`config.mk`:
```
export PLATFORM = sky130hd
export DESIGN_NAME = midi_note_ctrl
export DESIGN_NICKNAME = d
export VERILOG_FILES = /design/src/rtl/synth_pkg.sv /design/src/rtl/midi_note_ctrl.sv
export SDC_FILE = /design/constraint.sdc
export NUM_CORES = 1
export LEC_CHECK = 0
export ABC_AREA = 0
export BUFFER_PORTS_ARGS = -buffer_cell sky130_fd_sc_hd__buf_2
export CELL_PAD_IN_SITES_DETAIL_PLACEMENT = 1
export CELL_PAD_IN_SITES_GLOBAL_PLACEMENT = 2
export CORE_AREA = 10 10 90 92
export DETAILED_ROUTE_END_ITERATION = 10
export DIE_AREA = 0 0 100 102
export PLACE_DENSITY_LB_ADDON = 0.1
export SLEW_MARGIN = 25
export SYNTH_ARGS = -nofsm -noshare
export SYNTH_HDL_FRONTEND = slang
export SYNTH_SLANG_ARGS = --single-unit
```
`constraint.sdc`:
```
create_clock -name clk -period 1.7 [get_ports clk]
set_input_delay 0.34 -clock clk [delete_from_list [all_inputs] [get_ports clk]]
set_output_delay 0.34 -clock clk [all_outputs]
set_load 0.005 [all_outputs]
```
`src/rtl/synth_pkg.sv`:
```
// synth_pkg: MIDI constants and parser state shared by the synth blocks
package synth_pkg;
  localparam logic [3:0] MIDI_NOTE_OFF = 4'h8;
  localparam logic [3:0] MIDI_NOTE_ON  = 4'h9;
  localparam logic [3:0] MIDI_PROG     = 4'hC;
  localparam logic [3:0] MIDI_CHPRESS  = 4'hD;
  localparam logic [7:0] MIDI_SYSEX    = 8'hF0;
  localparam logic [7:0] MIDI_EOX      = 8'hF7;
  localparam logic [7:0] MIDI_RT_MIN   = 8'hF8;
  typedef enum logic [1:0] {IDLE, D1, D2, SYSEX} midi_state_t;
endpackage

```
`src/rtl/midi_note_ctrl.sv`:
```
// midi_note_ctrl: monophonic MIDI note parser with running status driving gate/note/velocity
module midi_note_ctrl
  import synth_pkg::*;
#(
  parameter logic [3:0] CHANNEL = 4'd0,
  parameter bit         OMNI    = 1'b0
) (
  input  logic       clk,
  input  logic       rst_n,
  input  logic [7:0] rx_data,
  input  logic       rx_valid,
  output logic       gate,
  output logic [6:0] note,
  output logic [6:0] velocity,
  output logic       note_on_pulse,
  output logic       note_off_pulse,
  output logic [7:0] msg_count
);
  midi_state_t state;
  logic [7:0] status;
  logic [6:0] d1;
  logic is_rt, is_chan, is_short, is_note, is_on, accept, hit;
  always_comb begin
    is_rt    = rx_data >= MIDI_RT_MIN;
    is_chan  = rx_data[7] && rx_data < MIDI_SYSEX;
    is_short = status[7:4] == MIDI_PROG || status[7:4] == MIDI_CHPRESS;
    is_note  = status[7:4] == MIDI_NOTE_ON || status[7:4] == MIDI_NOTE_OFF;
    is_on    = status[7:4] == MIDI_NOTE_ON && rx_data[6:0] != 7'd0;
    accept   = OMNI || status[3:0] == CHANNEL;
    hit      = rx_valid && !rx_data[7] && state == D2 && is_note && accept;
  end
  always_ff @(posedge clk) begin
    if (!rst_n) begin
      state          <= IDLE;
      status         <= '0;
      d1             <= '0;
      gate           <= 1'b0;
      note           <= '0;
      velocity       <= '0;
      note_on_pulse  <= 1'b0;
      note_off_pulse <= 1'b0;
      msg_count      <= '0;
    end else begin
      note_on_pulse  <= hit && is_on;
      note_off_pulse <= hit && !is_on && gate && d1 == note;
      if (hit) msg_count <= msg_count + 8'd1;
      if (hit && is_on) begin
        note     <= d1;
        velocity <= rx_data[6:0];
        gate     <= 1'b1;
      end else if (hit && gate && d1 == note) gate <= 1'b0;
      // real-time bytes fall through untouched, leaving any partial message intact
      if (rx_valid && !is_rt) begin
        if (is_chan) begin
          status <= rx_data;
          state  <= D1;
        end else if (rx_data[7]) begin
          status <= '0;
          state  <= rx_data == MIDI_SYSEX ? SYSEX : IDLE;
        end else if (state == D1) begin
          d1    <= rx_data[6:0];
          state <= is_short ? D1 : D2;
        end else if (state == D2) state <= D1;
      end
    end
  end
endmodule

```
**Word-level counts from Yosys, hierarchy flattened**

Index checks and enable logic that the tools add are counted.

- Bits in registers: 42
- Output and inout bits: 25

- $add $sub $neg: 1
- Order comparisons: 2
- Equal/unequal tests: 8
- Mux-type cells: 10
- Bitwise logic cells: 2
- Reduce and logical (&&, ||, !) cells: 26

Operators by type and width:

| cell | number |
|---|---|
| 4-bit == test (second input constant) | 4 |
| 8-bit 2-to-1 mux | 2 |
| 1-bit logical AND | 13 |
| 2-bit 2-to-1 mux | 6 |
| 8-bit by 1-bit adder with 8-bit output (second input constant) | 1 |
| 8-bit == test (second input constant) | 1 |
| 8-bit greater-or-equal comparator (second input constant) | 1 |
| 8-bit less-than comparator (second input constant) | 1 |
| 7-bit == test | 1 |
| 7-bit nonzero test | 1 |
| 4-bit zero test | 1 |
| 2-bit AND reduction | 2 |
| 4-bit AND reduction | 1 |
| 2-bit nonzero test | 2 |
| 4-bit nonzero test | 1 |
| 1-bit zero test | 3 |
| 2-bit by 1-bit == test with 1-bit output (second input constant) | 1 |
| 2-bit == test (second input constant) | 1 |
| 1-bit logical OR | 2 |
| 1-bit 2-to-1 mux | 2 |
| 1-bit NOT | 2 |

**Logic depth before layout (Yosys ltp)**

Gate-level depths: netlist of run 1.

- Depth in word-level cells: 9
- Gate-level depth with buffers: 7
- Depth with buffers taken out: 6

**Least setup slack after synthesis of run 1**

OpenSTA, ideal clock, no wires.

- Kind: input to register
- Start: input rx_data[0]
- End: register note[0]
- Library setup time: 0.126 ns
- Arrival: 1.659 ns
- Required time: 1.574 ns
- Setup slack: -0.085 ns
- Stages on the path: 5
- Path through: or4_4 -> o41ai_4 -> or2_1 -> buf_4 -> o21ai_0

- Word-level cells in the longest chain between the ends: 3

RTL lines:

| item | line | source |
|---|---|---|
| start, declared | midi_note_ctrl.sv:10 | `input logic [7:0] rx_data,` |
| 7-bit nonzero test | midi_note_ctrl.sv:28 | `is_on = status[7:4] == MIDI_NOTE_ON && rx_data[6:0] != 7'd0;` |
| 1-bit logical AND | midi_note_ctrl.sv:28 |  |
| 1-bit logical AND | midi_note_ctrl.sv:47 | `if (hit && is_on) begin` |
| end signal, assigned | midi_note_ctrl.sv:38 | `note <= '0;` |
| end signal, assigned | midi_note_ctrl.sv:48 | `note <= d1;` |
| end, declared | midi_note_ctrl.sv:13 | `output logic [6:0] note,` |

Every way passes these cells.
A chain may end at the register's enable or synchronous reset.

**Final worst setup path of run 1**

- Start: register state[0]
- End: register msg_count[7]

- Word-level cells in the longest chain between the ends: 4

RTL lines:

| item | line | source |
|---|---|---|
| start, declared | midi_note_ctrl.sv:19 | `midi_state_t state;` |
| start signal, assigned | midi_note_ctrl.sv:59 | `state <= rx_data == MIDI_SYSEX ? SYSEX : IDLE;` |
| start signal, assigned | midi_note_ctrl.sv:62 | `state <= is_short ? D1 : D2;` |
| 2-bit == test | midi_note_ctrl.sv:30 | `hit = rx_valid && !rx_data[7] && state == D2 && is_note && accept;` |
| 1-bit logical AND (3 in series) | midi_note_ctrl.sv:30 |  |
| end signal, assigned | midi_note_ctrl.sv:46 | `if (hit) msg_count <= msg_count + 8'd1;` |
| end, declared | midi_note_ctrl.sv:17 | `output logic [7:0] msg_count` |

Every way passes these cells.

==> impl_metrics.ini, run 1 <==
[detailed_routing]
final_antenna_net_count = 0
drc_errors = 0
routed_via_density = 5.059
vias = 1634
drtPass1Iterations = 4
drtIter0Drc = 32
wl_um = 5354
wire_per_inst_um = 16.58

[critical_path]
cp-start-kind = flip-flop
cp.required_ns = 1.92
critical_path.max_fanout = 6
slowest_delay_ns = 0.54
slowest_stage = or4_4
path_cells = inv_2, ha_1, and4bb_2, nand3_4, or4_4, a21oi_2
end_kind = flip-flop
crit_arrival_ns = 1.88
crit_path_start = state[0]
crit_type = reg2reg
regToRegStartpoint = state[0]

[grt]
grt_first_pass_wirelength_um = 8818
grt_pass1_vias = 1811
overflow = 0
antenna_found_initial = 0
grt_max_degree = 30
grt_use_total = 0.1067

[timing]
finalCritPeriodShare = 0.9767
clock_skew_ns = 0.004768
fmax_mhz = 602.3
worstMarginPinSlew_ns = 0.4028
rsz0062_at_grt = true
slew_headroom = 0.7315
finalSetupViolCount = 0
period_needed_ns = 1.660
hold_violations = 0
drv_slew = 0

[floorplan]
die_w_um = 100
core_area_mm2 = 0.006277
die_area_mm2 = 0.01020
io_pins = 36
start_util = 0.2824
die_h_um = 102
rows = 29

[finish]
antennaDiodeCount = 0
post-route-util = 0.3771
final_layout_size_suffix_gt1_frac = 0.3455
instances_no_fill = 323
nNetsFinal = 261
syn2layout_area_growth_pct = 33.52

[yosys]
synth_most_common_cell = dfxtp_1
yosysSeqAreaShare = 0.4742
syn_avg_cell_area_um2 = 9.481
ys_ff_latch = 42
synth_edf_count = 0
syn_area_mm2 = 0.001773
synth_top_area_cell = dfxtp_1
async_reset_ff_frac = 0
yosys_warnings = 0
synth_area_leaders = dfxtp_1, mux2i_1, nand2_1
ys_top_cells_by_count = dfxtp_1, nand2_1, mux2i_1, nor2_1, o21ai_0
syn_inst = 187
yosys.cell_types.count = 34
synth_top_area_share = 0.4742
syn_nets = 201
synthFlopType = dfxtp_1

[power_and_ir_drop]
p_leak_nw = 1.014
ir_drop_uv = 395.4
powerDensity_mw_per_mm2 = 771.7

[place]
dpl.cell_count = 311
place_hpwl_um = 4148
gp_congestion = 0.8659
numPortBuffers = 35

[cts]
h-tree-depth = 2
clock_latency_ns = 0.29
cts_sinks = 42
hold_buffers = 0
clk_path_buf_depth = 2
cts_root_buf = clkbuf_8
path_clk_slew_ns = 0.07
cts_tree = yes
cts_buffers = 5

[worst_hold_path]
hp-start = rst_n
hold_path.class = in2reg

[outcome]
status = finished, final reports clean

[flow_run]
maxCapViolations = 0
worst max-delay path: cells and delay by family (launching register included):
family          cells  cell delay (ns)
flops               1             0.34
simple gates        3             0.95
buf+inv             1             0.05
compound gates      1             0.12
fa+ha+maj           1             0.12
state kept, by name (all words and copies together), names as in the netlist:
| signal | flops |
|---|---|
| msg_count | 8 |
| status | 8 |
| d1 | 7 |
| note | 7 |
| velocity | 7 |
| state | 2 |
| gate | 1 |
| note_off_pulse | 1 |
| note_on_pulse | 1 |
layer usage:
metal | wire length, um | vias up | GRT usage
li1 | - | 790 | -
met1 | 2348 | 801 | 0.1201
met2 | 2648 | 38 | 0.1852
met3 | 305 | 5 | 0.03779
met4 | 52 | 0 | 0.03370
met5 | 0 | - | 0
cell type report:
class	instances	area [um^2]
Clock buffer	6	82.58
Fill cell	750	3910
Timing Repair Buffer	62	397.9
Multi-Input combinational cell	131	928.4
Inverter	5	18.77
Tap cell	77	96.34
Sequential cell	42	843.3
timing repair:
item / CTS / global route
setup endpoints to repair: 11 / 21
buffers inserted: 2 / 4
pin swaps: 3 / 6
resized for setup: 3 / 13
report_power, final:
part           total [W]  switching (W)  internal (W)  leakage [nW]
combinational   0.000186      0.0000998     0.0000863         0.631
sequential       0.00102      0.0000162       0.00100         0.340
clock           0.000621       0.000308      0.000313        0.0431
through the flow:
stage / hold WS (ns) / total power (W) / instance area [um^2] / setup slack, ns / setup TNS [ns]
after detailed placement: 0.4306 / 0.001216 / 2168 / -0.2484 / -3.205
after floorplan: 0.4186 / 0.001125 / 1782 / -0.08109 / -1.122
after CTS: 0.3459 / 0.001857 / 2285 / 0.005788 / 0
after global placement: 0.4269 / 0.001209 / 2168 / -0.1946 / -2.660
after global routing: 0.3381 / 0.001929 / 2367 / -0.04704 / -0.1719
final: 0.3423 / 0.001827 / 2367 / 0.03969 / 0
path summary, 6_finish.rpt:
| kind | cells after the start | endpoint | slack (ns) |
|---|---|---|---|
| setup / recovery | 6 | msg_count[7] | 0.04 |
| hold / removal | 2 | state[1] | 0.34 |
| setup reg to reg | 6 | msg_count[7] | 0.04 |
| hold reg to reg | 1 | status[7] | 0.44 |
cells by family after synthesis:
family / after synthesis / synth area share
AO/OA/AOI/OAI: 41 / 0.1694
XOR/XNOR: 9 / 0.04446
adder cells (fa/ha/maj): 3 / 0.02117
buffers and inverters: 14 / 0.03246
flip-flops: 42 / 0.4742
multiplexers: 15 / 0.08468
AND/OR/NAND/NOR: 63 / 0.1736
placed cells by master, fill, tap and decap left out, drive strengths merged, types with 3 or more instances in the layout:
cell type	netlist	routed
a21oi	6	6
a22o	7	7
xnor2	7	7
inv	4	4
mux2i	15	15
nand4	5	5
nor2	13	13
o21ai	10	10
or4	3	3
nand3	6	6
buf	2	62
nand2	25	25
clkbuf	7	6
o211ai	8	8
or3	4	4
ha	3	3
dfxtp	42	42
o31ai	4	4
(Power assumes the default switching activity.)
==> inputs of run 2 (changes only) <==
PLACE_DENSITY = 0.68   (was not set)
PLACE_DENSITY_LB_ADDON = not set   (was 0.1)
==> run 2 against run 1 <==
Net effect:
- non-clock buffer count increased by 1
- die area unchanged
- highest routed layer unchanged
- count of clock-buffer cells in the layout unchanged
- final cell count increased by 0.93%
- routed wire length decreased by 5.8%
- clock skew increased by 0.00071 ns
- sequential power about the same
- sequential share of layout area decreased by 0.35 points
- register-to-register slack got worse by 0.02 ns
==> impl_metrics.ini, run 2 (synthesis results as in run 1) <==
[outcome]
status = finished, final reports clean

[critical_path]
crit_type = reg2reg
cp-start-kind = flip-flop
slowest_delay_ns = 0.55
crit_arrival_ns = 1.91
cp.required_ns = 1.93
slowest_stage = or4_1
path_delay_family = simple AND/OR/NAND/NOR gates
critical_path.max_fanout = 7
path_cells = inv_2, ha_4, and4bb_2, nand3_4, or4_1, a21oi_2
end_kind = flip-flop
path_buf_inv = 1

[place]
place_area_mm2 = 0.002176
place_hpwl_um = 3731
gp_congestion = 0.7631
numPortBuffers = 35

[floorplan]
die_h_um = 102
start_util = 0.2824
die_area_mm2 = 0.01020
io_pins = 36
die_w_um = 100
core_area_mm2 = 0.006277
rows = 29

[cts]
path_clk_slew_ns = 0.08
cts_sinks = 42
h-tree-depth = 2
clock_latency_ns = 0.29
hold_buffers = 0
clk_path_buf_depth = 2
cts_buffers = 5
cts_tree = yes
cts_root_buf = clkbuf_8

[power_and_ir_drop]
p_leak_nw = 1.020
powerDensity_mw_per_mm2 = 846.4
ir_drop_uv = 333.9

[timing]
whs_ns = 0.3617
clock_skew_ns = 0.005479
finalSetupTns_ns = 0
rsz0062_at_grt = true
slew_headroom = 0.7734
finalCritPeriodShare = 0.9864
drv_slew = 0
period_needed_ns = 1.677
hold_violations = 0
worstMarginPinSlew_ns = 0.3387
fmax_mhz = 596.3
finalSetupViolCount = 0

[finish]
final_cell_mix = dfxtp_1, buf_2, nand2_1, buf_4, mux2i_1
final_layout_size_suffix_gt1_frac = 0.3373
multi_input_area_um2 = 925.9
final_area_mm2 = 0.002391
final_common_cell = dfxtp_1
nNetsFinal = 262
antennaDiodeCount = 0
reg_top3 = msg_count: 8 flops, status: 8 flops
ff_latch_area_um2 = 843.3
syn2layout_area_growth_pct = 34.86
fillCellCount = 745

[grt]
antenna_found_initial = 0
grt_max_degree = 18
grt_pass1_vias = 1666
grt_use_total = 0.1006
overflow = 0
grt_first_pass_wirelength_um = 8383

[detailed_routing]
final_antenna_net_count = 0
drtIter0Drc = 24
vias = 1585
drc_errors = 0
wl_um = 5044
wire_per_inst_um = 15.47
drtPass1Iterations = 4
routed_via_density = 4.862

[flow_run]
maxCapViolations = 0

[worst_hold_path]
hold_path.class = in2reg
[run 2: power breakdown]
part           total (W)  internal [W]  switching (W)  leakage, nW
sequential       0.00102       0.00100      0.0000156        0.340
clock           0.000808      0.000439       0.000369       0.0514
combinational   0.000196     0.0000950       0.000101        0.628
total            0.00202       0.00154       0.000486         1.02
[run 2: routing by layer]
metal / part of all wire / global-route usage / up-vias
li1: - / - / 798
met1: 0.48 / 0.1232 / 760
met2: 0.47 / 0.1613 / 25
met3: 0.045 / 0.03779 / 2
met4: 0.0061 / 0.02935 / 0
met5: 0 / 0 / -
[run 2: stage by stage]
| step | cells | worst slack, ns | power [W] | utilization |
|---|---|---|---|---|
| finish | 326 | 0.02305 | 0.002024 | 0.3809 |
| floorplan | 187 | -0.08109 | 0.001125 | - |
| global route | 326 | -0.06130 | 0.002126 | 0.3809 |
| global placement | 312 | -0.1657 | 0.001217 | 0.3466 |
| CTS | 320 | -0.01277 | 0.002034 | 0.3654 |
| detailed placement | 312 | -0.2060 | 0.001219 | 0.3466 |
[run 2: path summary, 6_finish.rpt]
kind | from | to | slack [ns] | depth (start not counted)
setup / recovery | state[0] | msg_count[7] | 0.02 | 6
hold / removal | rst_n | state[0] | 0.36 | 3
setup reg to reg | state[0] | msg_count[7] | 0.02 | 6
hold reg to reg | velocity[5] | velocity[5] | 0.47 | 2
[run 2: cell type report]
type	count	area share
Multi-Input combinational cell	131	0.3872
Sequential cell	42	0.3527
Timing Repair Buffer	63	0.1659
Tap cell	77	0.04029
Clock buffer	6	0.03035
Clock inverter	2	0.01570
Inverter	5	0.007849
[run 2: worst register-to-register path, cell delays in order (launching register included)]
cell	delay (ns)
dfxtp_2	0.33
inv_2	0.06
ha_4	0.11
and4bb_2	0.28
nand3_4	0.14
or4_1	0.55
a21oi_2	0.14
[run 2: timing repair]
action | CTS | global route
setup buffers | 0 | 6
setup endpoints to repair | 12 | 21
gates cloned | 0 | 0
pin swaps | 6 | 5
resized for setup | 1 | 14
